**src/rtl/tdc_cmd_sequencer.sv**
```systemverilog
// -----------------------------------------------------------------------------
// tdc_cmd_sequencer
//
// Command store and byte sequencer for the TDC SPI link. A 32-entry ROM holds
// three command segments (INIT, START, READ). The selected segment is streamed
// to the SPI byte master one byte at a time over a valid/ready handshake. Each
// byte carries a frame-end marker, and the master uses it to release CS.
// Reply bytes received during READ frames are assembled into register words.
// In continuous mode the block loops START -> wait for INTB -> READ until
// cont_mode is dropped.
//
// Ports
//   clk, rst_n       system clock, asynchronous active-low reset
//   seg_start        pulse: run segment seg_sel (ignored while busy)
//   seg_sel[1:0]     0=INIT 1=START 2=READ 3=reserved (ignored)
//   cont_mode        sampled with a START request: loop START/WAIT/READ
//   intb_n           TDC interrupt, asynchronous, active low
//   tx_data/valid    byte to the SPI master, handshake with tx_ready
//   tx_last          byte ends its frame
//   rx_data/valid    byte shifted in during the matching tx byte
//   rd_word/rd_idx   assembled reply word (first byte = MSB) and frame index
//   rd_valid         1-cycle pulse qualifying rd_word/rd_idx
//   busy/done/err    activity flag, completion pulse, INTB timeout pulse
// -----------------------------------------------------------------------------
module tdc_cmd_sequencer #(
  parameter int          DATA_W      = 8,
  parameter int          RD_BYTES    = 3,
  parameter logic [7:0]  CFG2_VAL    = 8'h40,
  parameter logic [15:0] COARSE_OVF  = 16'h018F,
  parameter logic [7:0]  CFG1_VAL    = 8'h81,
  parameter logic [23:0] TIMEOUT_CYC = 24'd100000
) (
  input  logic                       clk,
  input  logic                       rst_n,
  input  logic                       seg_start,
  input  logic [1:0]                 seg_sel,
  input  logic                       cont_mode,
  input  logic                       intb_n,
  output logic [DATA_W-1:0]          tx_data,
  output logic                       tx_valid,
  input  logic                       tx_ready,
  output logic                       tx_last,
  input  logic [DATA_W-1:0]          rx_data,
  input  logic                       rx_valid,
  output logic [RD_BYTES*DATA_W-1:0] rd_word,
  output logic [1:0]                 rd_idx,
  output logic                       rd_valid,
  output logic                       busy,
  output logic                       done,
  output logic                       err
);

  localparam int         ROM_W      = DATA_W + 2;
  localparam int         RW         = RD_BYTES * DATA_W;
  localparam logic [4:0] BASE_INIT  = 5'd0;
  localparam logic [4:0] BASE_START = 5'd18;
  localparam logic [4:0] BASE_READ  = 5'd20;

  typedef enum logic [2:0] {
    S_IDLE,
    S_FETCH,
    S_SEND,
    S_WAIT_RX,
    S_END,
    S_WAIT_INT
  } state_t;

  // ROM word = {seg_last, frame_last, byte}
  function automatic logic [ROM_W-1:0] rom_word(input logic [4:0] a);
    logic [7:0] b;
    logic       fl;
    logic       sl;
    b = 8'h00;
    case (a)
      5'd0:    b = 8'h41;
      5'd1:    b = CFG2_VAL;
      5'd2:    b = 8'h42;
      5'd3:    b = 8'h00;
      5'd4:    b = 8'h43;
      5'd5:    b = 8'h07;
      5'd6:    b = 8'h44;
      5'd7:    b = COARSE_OVF[15:8];
      5'd8:    b = 8'h45;
      5'd9:    b = COARSE_OVF[7:0];
      5'd10:   b = 8'h46;
      5'd11:   b = 8'hFF;
      5'd12:   b = 8'h47;
      5'd13:   b = 8'hFF;
      5'd14:   b = 8'h48;
      5'd15:   b = 8'h00;
      5'd16:   b = 8'h49;
      5'd17:   b = 8'h00;
      5'd18:   b = 8'h40;
      5'd19:   b = CFG1_VAL;
      5'd20:   b = 8'h10;
      5'd24:   b = 8'h1B;
      5'd28:   b = 8'h1C;
      default: b = 8'h00;
    endcase
    // Write frames are two bytes (odd entries end them); read frames are four
    // bytes and the READ base is 4-aligned, so entries ending in 2'b11 close.
    fl = (a < BASE_READ) ? a[0] : (a[1:0] == 2'b11);
    sl = (a == 5'd17) || (a == 5'd19) || (a == 5'd31);
    return {sl, fl, DATA_W'(b)};
  endfunction

  state_t            r_state;
  state_t            w_state_nxt;
  logic [4:0]        r_addr;
  logic [ROM_W-1:0]  r_rom_q;
  logic              r_loop;
  logic              r_intb_s1;
  logic              r_intb_s2;
  logic [23:0]       r_tmo_cnt;
  logic [RW-1:0]     r_rd_sh;
  logic [RW-1:0]     r_rd_word;
  logic [1:0]        r_rd_idx;
  logic              r_rd_valid;

  logic              w_start_ok;
  logic [4:0]        w_base;
  logic              w_seg_last;
  logic              w_frm_last;
  logic [DATA_W-1:0] w_byte;
  logic              w_intb_low;
  logic              w_tmo_hit;
  logic              w_loop_start;
  logic              w_loop_read;
  logic              w_in_read;
  logic [3:0]        w_rd_off;
  logic [RW-1:0]     w_sh_nxt;

  assign w_start_ok   = seg_start && (seg_sel != 2'd3);
  assign w_seg_last   = r_rom_q[ROM_W-1];
  assign w_frm_last   = r_rom_q[ROM_W-2];
  assign w_byte       = r_rom_q[DATA_W-1:0];
  assign w_intb_low   = ~r_intb_s2;
  assign w_tmo_hit    = (r_tmo_cnt == (TIMEOUT_CYC - 24'd1));
  // END decisions: which segment just finished is implied by the address.
  assign w_loop_start = r_loop && (r_addr == 5'd19);
  assign w_loop_read  = r_loop && (r_addr == 5'd31) && cont_mode;
  assign w_in_read    = (r_addr >= BASE_READ);
  assign w_rd_off     = 4'(r_addr - BASE_READ);
  // Shift the new byte in at the LSB end; the oldest byte ends up as MSB.
  assign w_sh_nxt     = RW'({r_rd_sh, rx_data});

  always_comb begin
    case (seg_sel)
      2'd1:    w_base = BASE_START;
      2'd2:    w_base = BASE_READ;
      default: w_base = BASE_INIT;
    endcase
  end

  // State register
  always_ff @(posedge clk or negedge rst_n) begin
    if (!rst_n) r_state <= S_IDLE;
    else        r_state <= w_state_nxt;
  end

  // Next-state logic
  always_comb begin
    w_state_nxt = r_state;
    case (r_state)
      S_IDLE:     if (w_start_ok) w_state_nxt = S_FETCH;
      S_FETCH:    w_state_nxt = S_SEND;
      S_SEND:     if (tx_ready) w_state_nxt = S_WAIT_RX;
      S_WAIT_RX:  if (rx_valid) w_state_nxt = w_seg_last ? S_END : S_FETCH;
      S_END: begin
        if (w_loop_start)     w_state_nxt = S_WAIT_INT;
        else if (w_loop_read) w_state_nxt = S_FETCH;
        else                  w_state_nxt = S_IDLE;
      end
      S_WAIT_INT: begin
        if (w_intb_low)     w_state_nxt = S_FETCH;
        else if (w_tmo_hit) w_state_nxt = S_IDLE;
      end
      default:    w_state_nxt = S_IDLE;
    endcase
  end

  // Outputs are decoded from state so they drop together with the
  // asynchronous reset.
  always_comb begin
    tx_valid = (r_state == S_SEND);
    tx_data  = (r_state == S_SEND) ? w_byte : '0;
    tx_last  = (r_state == S_SEND) && w_frm_last;
    busy     = (r_state != S_IDLE);
    done     = (r_state == S_END) && !w_loop_start && !w_loop_read;
    err      = (r_state == S_WAIT_INT) && !w_intb_low && w_tmo_hit;
  end

  assign rd_word  = r_rd_word;
  assign rd_idx   = r_rd_idx;
  assign rd_valid = r_rd_valid;

  // INTB synchroniser, idles high
  always_ff @(posedge clk or negedge rst_n) begin
    if (!rst_n) begin
      r_intb_s1 <= 1'b1;
      r_intb_s2 <= 1'b1;
    end else begin
      r_intb_s1 <= intb_n;
      r_intb_s2 <= r_intb_s1;
    end
  end

  // Address, loop flag, ROM read register, timeout counter, reply capture
  always_ff @(posedge clk or negedge rst_n) begin
    if (!rst_n) begin
      r_addr     <= '0;
      r_rom_q    <= '0;
      r_loop     <= 1'b0;
      r_tmo_cnt  <= '0;
      r_rd_sh    <= '0;
      r_rd_word  <= '0;
      r_rd_idx   <= '0;
      r_rd_valid <= 1'b0;
    end else begin
      r_rom_q    <= rom_word(r_addr);
      r_rd_valid <= 1'b0;
      if (r_state == S_WAIT_INT) r_tmo_cnt <= r_tmo_cnt + 24'd1;
      else                       r_tmo_cnt <= '0;

      case (r_state)
        S_IDLE: begin
          if (w_start_ok) begin
            r_addr <= w_base;
            r_loop <= (seg_sel == 2'd1) && cont_mode;
          end
        end
        S_WAIT_RX: begin
          if (rx_valid) begin
            if (!w_seg_last) r_addr <= r_addr + 5'd1;
            if (w_in_read) begin
              // First byte of each read frame is the address phase.
              if (w_rd_off[1:0] == 2'b00) begin
                r_rd_sh <= '0;
              end else begin
                r_rd_sh <= w_sh_nxt;
                if (w_frm_last) begin
                  r_rd_word  <= w_sh_nxt;
                  r_rd_idx   <= w_rd_off[3:2];
                  r_rd_valid <= 1'b1;
                end
              end
            end
          end
        end
        S_END: begin
          if (w_loop_read)       r_addr <= BASE_START;
          else if (!w_loop_start) r_loop <= 1'b0;
        end
        S_WAIT_INT: begin
          if (w_intb_low)     r_addr <= BASE_READ;
          else if (w_tmo_hit) r_loop <= 1'b0;
        end
        default: ;
      endcase
    end
  end

endmodule

```
**config.mk**
```make
export PLATFORM = sky130hd
export DESIGN_NAME = tdc_cmd_sequencer
export DESIGN_NICKNAME = d
export VERILOG_FILES = /design/src/rtl/tdc_cmd_sequencer.sv
export SDC_FILE = /design/constraint.sdc
export NUM_CORES = 1
export LEC_CHECK = 0
export ABC_AREA = 1
export BUFFER_PORTS_ARGS = -buffer_cell sky130_fd_sc_hd__buf_4
export CORE_MARGIN = 5
export CORE_UTILIZATION = 35
export CTS_BUF_LIST = sky130_fd_sc_hd__clkbuf_16
export DETAILED_ROUTE_END_ITERATION = 8
export PLACE_DENSITY = 0.5
export RECOVER_POWER = 25
export SETUP_SLACK_MARGIN = 0.15
export SYNTH_ARGS = -nofsm -noshare
export SYNTH_HDL_FRONTEND = slang
export SYNTH_SLANG_ARGS = --single-unit
export TNS_END_PERCENT = 50
```
**constraint.sdc**
```tcl
create_clock -name clk -period 2.3 [get_ports clk]
set_input_delay 0.345 -clock clk [delete_from_list [all_inputs] [get_ports clk]]
set_output_delay 0.345 -clock clk [all_outputs]
set_load 0.1 [all_outputs]
```
==> results of run 1 <==
[how the worst max path moves through the flow]
stage	endpoint	slack, ns	depth (start not counted)
finish	done	0.13	8
global route	done	0.05	8
detailed placement	r_addr[3]	0.33	11
floorplan	tx_data[0]	-0.20	4
CTS	done	0.08	8
global placement	done	0.36	8
[repair_timing]
action / 4_1_cts / 5_1_grt
gates resized for setup: 12 / 9
pin swaps: 0 / 5
hold buffers: 1 / 0
hold endpoints to repair: 24 / 0
setup buffers: 1 / 8
setup endpoints to repair: 11 / 2
[synthesized netlist by cell type (3+ instances only)]
master | n | area (um2)
nand2_2 | 3 | 18.8
nor3_1 | 7 | 35.0
ha_1 | 15 | 188
o21ai_0 | 25 | 125
nor2_1 | 91 | 342
o31ai_1 | 3 | 22.5
o21bai_1 | 3 | 22.5
inv_1 | 66 | 248
nand3_1 | 25 | 125
nand3b_1 | 3 | 22.5
nand2_1 | 162 | 608
a21oi_1 | 16 | 80.1
buf_2 | 7 | 35.0
dfrtp_1 | 86 | 2150
buf_6 | 3 | 33.8
nand4_1 | 4 | 25.0
inv_2 | 4 | 15.0
o21ai_1 | 25 | 125
[sequential cells by signal, summed over array words and instances, names as in the netlist]
| signal | cells |
|---|---|
| r_rom_q | 10 |
| r_rd_sh | 16 |
| r_intb_s2 | 1 |
| rd_word | 24 |
| r_state | 3 |
| rd_idx | 2 |
| r_tmo_cnt | 24 |
| r_loop | 1 |
| rd_valid | 1 |
| r_addr | 5 |
| r_intb_s1 | 1 |
[cell type report]
cell class | instances | area [um2] | share of cell area, %
clock buffers | 9 | 225 | 4.02
clock inverters | 7 | 57.6 | 1.03
inverters | 73 | 277 | 4.94
multi-input cells | 407 | 2050 | 36.6
flip-flops and latches | 88 | 2210 | 39.4
well taps | 172 | 215 | 3.84
repair buffers | 72 | 568 | 10.1
[worst max-delay path: cells and delay by family, from the launching register on]
family	cells	cell delay, ns
simple gates	3	0.29
fa+ha+maj	2	0.38
buf+inv	2	0.23
compound gates	1	0.08
flops	1	0.50
[power groups by stage]
| stage | sequential (mW) | clock, mW | combinational [mW] |
|---|---|---|---|
| 6_report | 1.89 | 1.40 | 1.88 |
| 4_1_cts | 1.90 | 1.46 | 1.86 |
| 3_5_place_dp | 1.92 | 0 | 1.85 |
| 2_1_floorplan | 2.10 | 0 | 1.22 |
| 5_1_grt | 1.92 | 1.52 | 2.06 |
| 3_3_place_gp | 1.92 | 0 | 1.84 |
[metrics by stage]
step           instances  setup TNS [ns]  utilization, %  power (mW)  instance area (um2)
3_5_place_dp         802               0            40.9        3.77                 5180
3_3_place_gp         802               0            40.9        3.77                 5180
6_report             828               0            44.2        5.18                 5600
5_1_grt              828               0            44.2        5.50                 5600
4_1_cts              820               0            43.6        5.22                 5520
2_1_floorplan        580           -1.84               -        3.33                 4570
[per-layer routing]
metal	up-vias	GRT usage (%)	part of all wire [%]
li1	1972	-	-
met1	1817	19.0	47
met2	66	23.9	47
met3	18	4.45	4.2
met4	0	4.93	1.6
met5	-	0	0
[cell families after synthesis]
group                      Yosys count  synth area share (%)
adders and majority gates           15                  4.12
AOI/OAI and AO/OA                   81                  9.91
DFF                                 88                  48.4
buffers and inverters               85                  7.74
xor gates and xnor gates             4                 0.769
and+or+nand+nor                    307                  29.1
==> out/qor.yml, run 1 <==
status: "complete, no violations"
synth-edff-count: 0
grt_start_max_net_pins: 63
syn_nets: 612
cts.clk_slew.worst_paths_ns: 0.07
pwr-share-seq_pct: 36.5
num_vias: 3873
io_pins: 57
dpl.hpwl_mm: 7.74
cts_buffer_depth: 2
synth.distinct_cells: 40
hold_depth: 1
cts_tree: "built"
routed_wl_mm: 10.9
postRouteAntennaNets: 0
cts_inserted_buffers: 9
power.share.clock_pct: 27.1
via_per_inst: 4.68
slew_violations: 0
yosysSeqAreaShare_pct: 48.4
worstPathArrival_ns: 1.82
switchingPower_mw: 2.21
cp-end-kind: "primary output"
area_growth_syn_to_layout_pct: 22.9
worstSetupStartpointType: "register"
hold_path_startpoint: "intb_n"
grt_pass1_vias: 3780
hold_violations: 0
worst-path-max-fanout: 8
dp_worst_setup_slack_ns: 0.332
p_sw_share_pct: 42.7
final_common_cell: "nand2_1"
ys.flop_type: "dfrtp_1"
nets: 683
reg2reg_depth: 9
vdd_ir_drop_max_uv: 566
core_um2: 12700
globalplace.congestion: 0.878
die_area_um2: 15400
fin_ws_ns: 0.131
avgRoutedWirePerCell_um: 13.2
p_leak_nw: 2.66
setup_viol: 0
htree_num_levels: 3
tightestPinTransition_ns: 0.872
start_util_pct: 36.0
antenna_found_initial: 0
rsz0062_at_grt: "yes"
regToRegStartpoint: "r_addr[0]"
slew_headroom_pct: 41.9
worstPathCellList: "ha_4 -> nand2_1 -> inv_1 -> ha_2 -> nand2_2 -> o21ai_2 -> nor2_2 -> buf_12"
ys_warn_count: 0
clk_latency_ns: 0.35
row_count: 41
holdWs_ns: 0.104
p_per_area_nw_per_um2: 924
fin_skew_ns: 0.00555
reg2reg_slack_ns: 0.31
portBuffers: 56
ys_ff_latch: 88
hold_path.class: "input pin to register"
die_h_um: 124
synth.avg_cell_area_um2: 7.86
max_freq_mhz: 461
synth_cells: 580
grt_overflow: 0
drc: 0
crit_start: "r_addr[3]"
synthArstFlopShare_pct: 100
required_ns: 1.96
synthesis.area_um2: 4560
grt_use_total_pct: 14.8
grt_pass1_wl_mm: 17.9
final_cell_mix: "160 x nand2_1, 89 x nor2_1, 83 x dfrtp_1"
drv_cap: 0
p_int_mw: 2.97
period_share_pct: 94.3
min_period_ns: 2.17
pwr-share-comb_pct: 36.3
reg2reg_to: "rd_word[3]"
chipWidth_um: 124
clockRootBuffer: "clkbuf_16"
clkSinkCount: 88
crit_type: "register to primary output"
diodes: 0
dr.pass1.iters: 4
num-fill-cells: 1327
worst_path_max_delay_cell: "dfrtp_1"
holdPathEnd: "r_intb_s1"
drt_iter0_markers: 268
drive_gt1_share_pct: 18.6
cpPeakStageDelay_ns: 0.50
Note: power is estimated with default switching activity, not from simulation.
==> inputs of run 2 (changes only) <==
--- a/config.mk
+++ b/config.mk
@@ -5,11 +5,11 @@
 export SDC_FILE = /design/constraint.sdc
 export NUM_CORES = 1
 export LEC_CHECK = 0
-export ABC_AREA = 1
 export BUFFER_PORTS_ARGS = -buffer_cell sky130_fd_sc_hd__buf_4
 export CORE_MARGIN = 5
 export CORE_UTILIZATION = 35
 export CTS_BUF_LIST = sky130_fd_sc_hd__clkbuf_16
+export CTS_CLUSTER_DIAMETER = 80
 export DETAILED_ROUTE_END_ITERATION = 8
 export PLACE_DENSITY = 0.5
 export RECOVER_POWER = 25
==> out/qor.yml, run 2 <==
postCtsHoldBufs: 0
synth_area_leaders: "dfrtp_1 47%, mux2_2 6.1%, mux2_4 5.9%"
die_area_um2: 15600
grt_pass1_wl_mm: 17.7
via_per_inst: 5.08
p_leak_nw: 2.65
synth.avg_cell_area_um2: 11.0
worstSetupStartpointType: "register"
routed_wl_mm: 10.6
crit_type: "register to primary output"
io_pins: 57
nets: 526
slew_violations: 0
synth_most_common_cell: "dfrtp_1"
num_vias: 3424
final_common_cell: "dfrtp_1"
chipWidth_um: 125
synthArstFlopShare_pct: 100
yosysSeqAreaShare_pct: 47.8
grt_pass1_vias: 3458
multi_input_area_um2: 2340
htree_num_levels: 3
cts_buffer_depth: 2
max_freq_mhz: 443
worstPathArrival_ns: 1.91
vdd_ir_drop_max_uv: 645
synthAdderAreaFrac_pct: 4.07
drc: 0
syn_nets: 450
row_count: 42
area_growth_syn_to_layout_pct: 27.0
synth-xor-area-share_pct: 2.09
diodes: 0
drv_cap: 0
yosys.area.top_type: "dfrtp_1"
cp-end-kind: "primary output"
clockRootBuffer: "clkbuf_16"
p_per_area_nw_per_um2: 1360
core_um2: 13100
synth_top_family_by_area: "simple AND/OR/NAND/NOR gates"
period_share_pct: 98.2
holdWs_ns: 0.109
crit_buf_inv: 1
drive_gt1_share_pct: 35.1
seqCellArea_um2: 2210
fin_ws_ns: 0.0405
min_period_ns: 2.26
worst_path_max_delay_cell: "dfrtp_1"
slew_headroom_pct: 24.7
dpl.hpwl_mm: 7.33
yosysTopAreaCellShare_pct: 46.7
hold_path.class: "input pin to register"
dp_worst_setup_slack_ns: 0.220
worstPathCellList: "nor4b_1 -> nand4_1 -> nor3_4 -> buf_12"
antenna_found_initial: 0
grt_use_total_pct: 13.9
hold_violations: 0
tightestPinTransition_ns: 1.13
globalplace.congestion: 0.809
portBuffers: 56
dr.pass1.iters: 4
grt_overflow: 0
crit_start: "r_tmo_cnt[21]"
cpLargestDelayFamily: "simple AND/OR/NAND/NOR gates"
postRouteAntennaNets: 0
final_cell_mix: "83 x dfrtp_1, 69 x buf_4, 26 x nor2_1"
cts.clk_slew.worst_paths_ns: 0.06
regToRegStartpoint: "r_state[0]"
yosys-top-cells-count: "86 x dfrtp_1, 26 x nand2_1, 26 x nor2_1"
clkSinkCount: 88
rsz0062_at_grt: "yes"
synth.distinct_cells: 62
die_h_um: 125
drt_iter0_markers: 183
hold_path_startpoint: "intb_n"
synth_compound_area_share_pct: 10.0
cts_tree: "built"
ys_ff_latch: 88
clk_latency_ns: 0.35
num-fill-cells: 1229
cpPeakStageDelay_ns: 0.41
synth_cells: 418
cts_inserted_buffers: 9
synth-edff-count: 0
synthSimpleGateAreaFrac_pct: 18.7
status: "complete, no violations"
tns_ns: 0
required_ns: 1.96
synth_mux_area_share_pct: 13.9
avgRoutedWirePerCell_um: 15.7
synthesis.area_um2: 4610
fin_skew_ns: 0.00877
grt_start_max_net_pins: 46
ys_warn_count: 0
setup_viol: 0
worst-path-max-fanout: 4
ys.flop_type: "dfrtp_1"
start_util_pct: 35.2
[run 2: final cells by class]
| cell class | count | area share, % |
|---|---|---|
| inverter | 14 | 1.03 |
| multi-input combinational | 295 | 39.9 |
| timing repair buffer | 86 | 12.7 |
| clock inverter | 6 | 1.05 |
| clock buffer | 9 | 3.85 |
| tap | 176 | 3.76 |
| sequential | 88 | 37.7 |
[run 2: report_power, final]
part | leakage (nW) | switching (mW) | total (mW) | internal (mW)
logic | 1.35 | 2.80 | 4.19 | 1.39
clock network | 0.133 | 0.606 | 1.44 | 0.830
registers | 1.16 | 0.308 | 2.31 | 2.01
total | 2.65 | 3.71 | 7.94 | 4.22
[run 2: final timing paths]
| kind | end | slack [ns] | cells past startpoint |
|---|---|---|---|
| hold reg to reg | r_intb_s2 | 0.36 | 0 |
| min in group asynchronous | r_tmo_cnt[12] | 0.22 | 1 |
| hold / removal | r_intb_s1 | 0.11 | 1 |
| setup / recovery | err | 0.04 | 4 |
| setup reg to reg | r_addr[4] | 0.23 | 6 |
| max in group asynchronous | rd_word[0] | 1.27 | 2 |
[run 2: cell families (layout without fill, tap and decap cells)]
family          count (synthesis)  count (layout)
buf+inv                        35             115
compound gates                 69              69
fa+ha+maj                      15              15
flops                          88              88
simple gates                  148             148
xor+xnor                       11              11
mux                            52              52
[run 2: per-stage QoR]
step                power, mW  std cells  util, %  instance area, um2
floorplan                5.40        418        -                4670
global placement         6.36        649     41.1                5380
detailed placement       6.39        649     41.1                5380
CTS                      7.96        669     44.1                5770
global route             8.38        674     44.8                5860
finish                   7.94        674     44.8                5860
[run 2: timing repair]
item	in CTS	in global routing
setup buffers	5	5
resized for setup	19	13
hold endpoints to repair	0	0
endpoints found under the setup margin	12	12
pin swaps	1	1
[run 2: routing by layer]
layer / share of wire, % / vias up / track usage (%)
li1: - / 1668 / -
met1: 47 / 1680 / 18.5
met2: 48 / 63 / 22.0
met3: 3.5 / 13 / 2.87
met4: 1.9 / 0 / 6.00
met5: 0 / - / 0
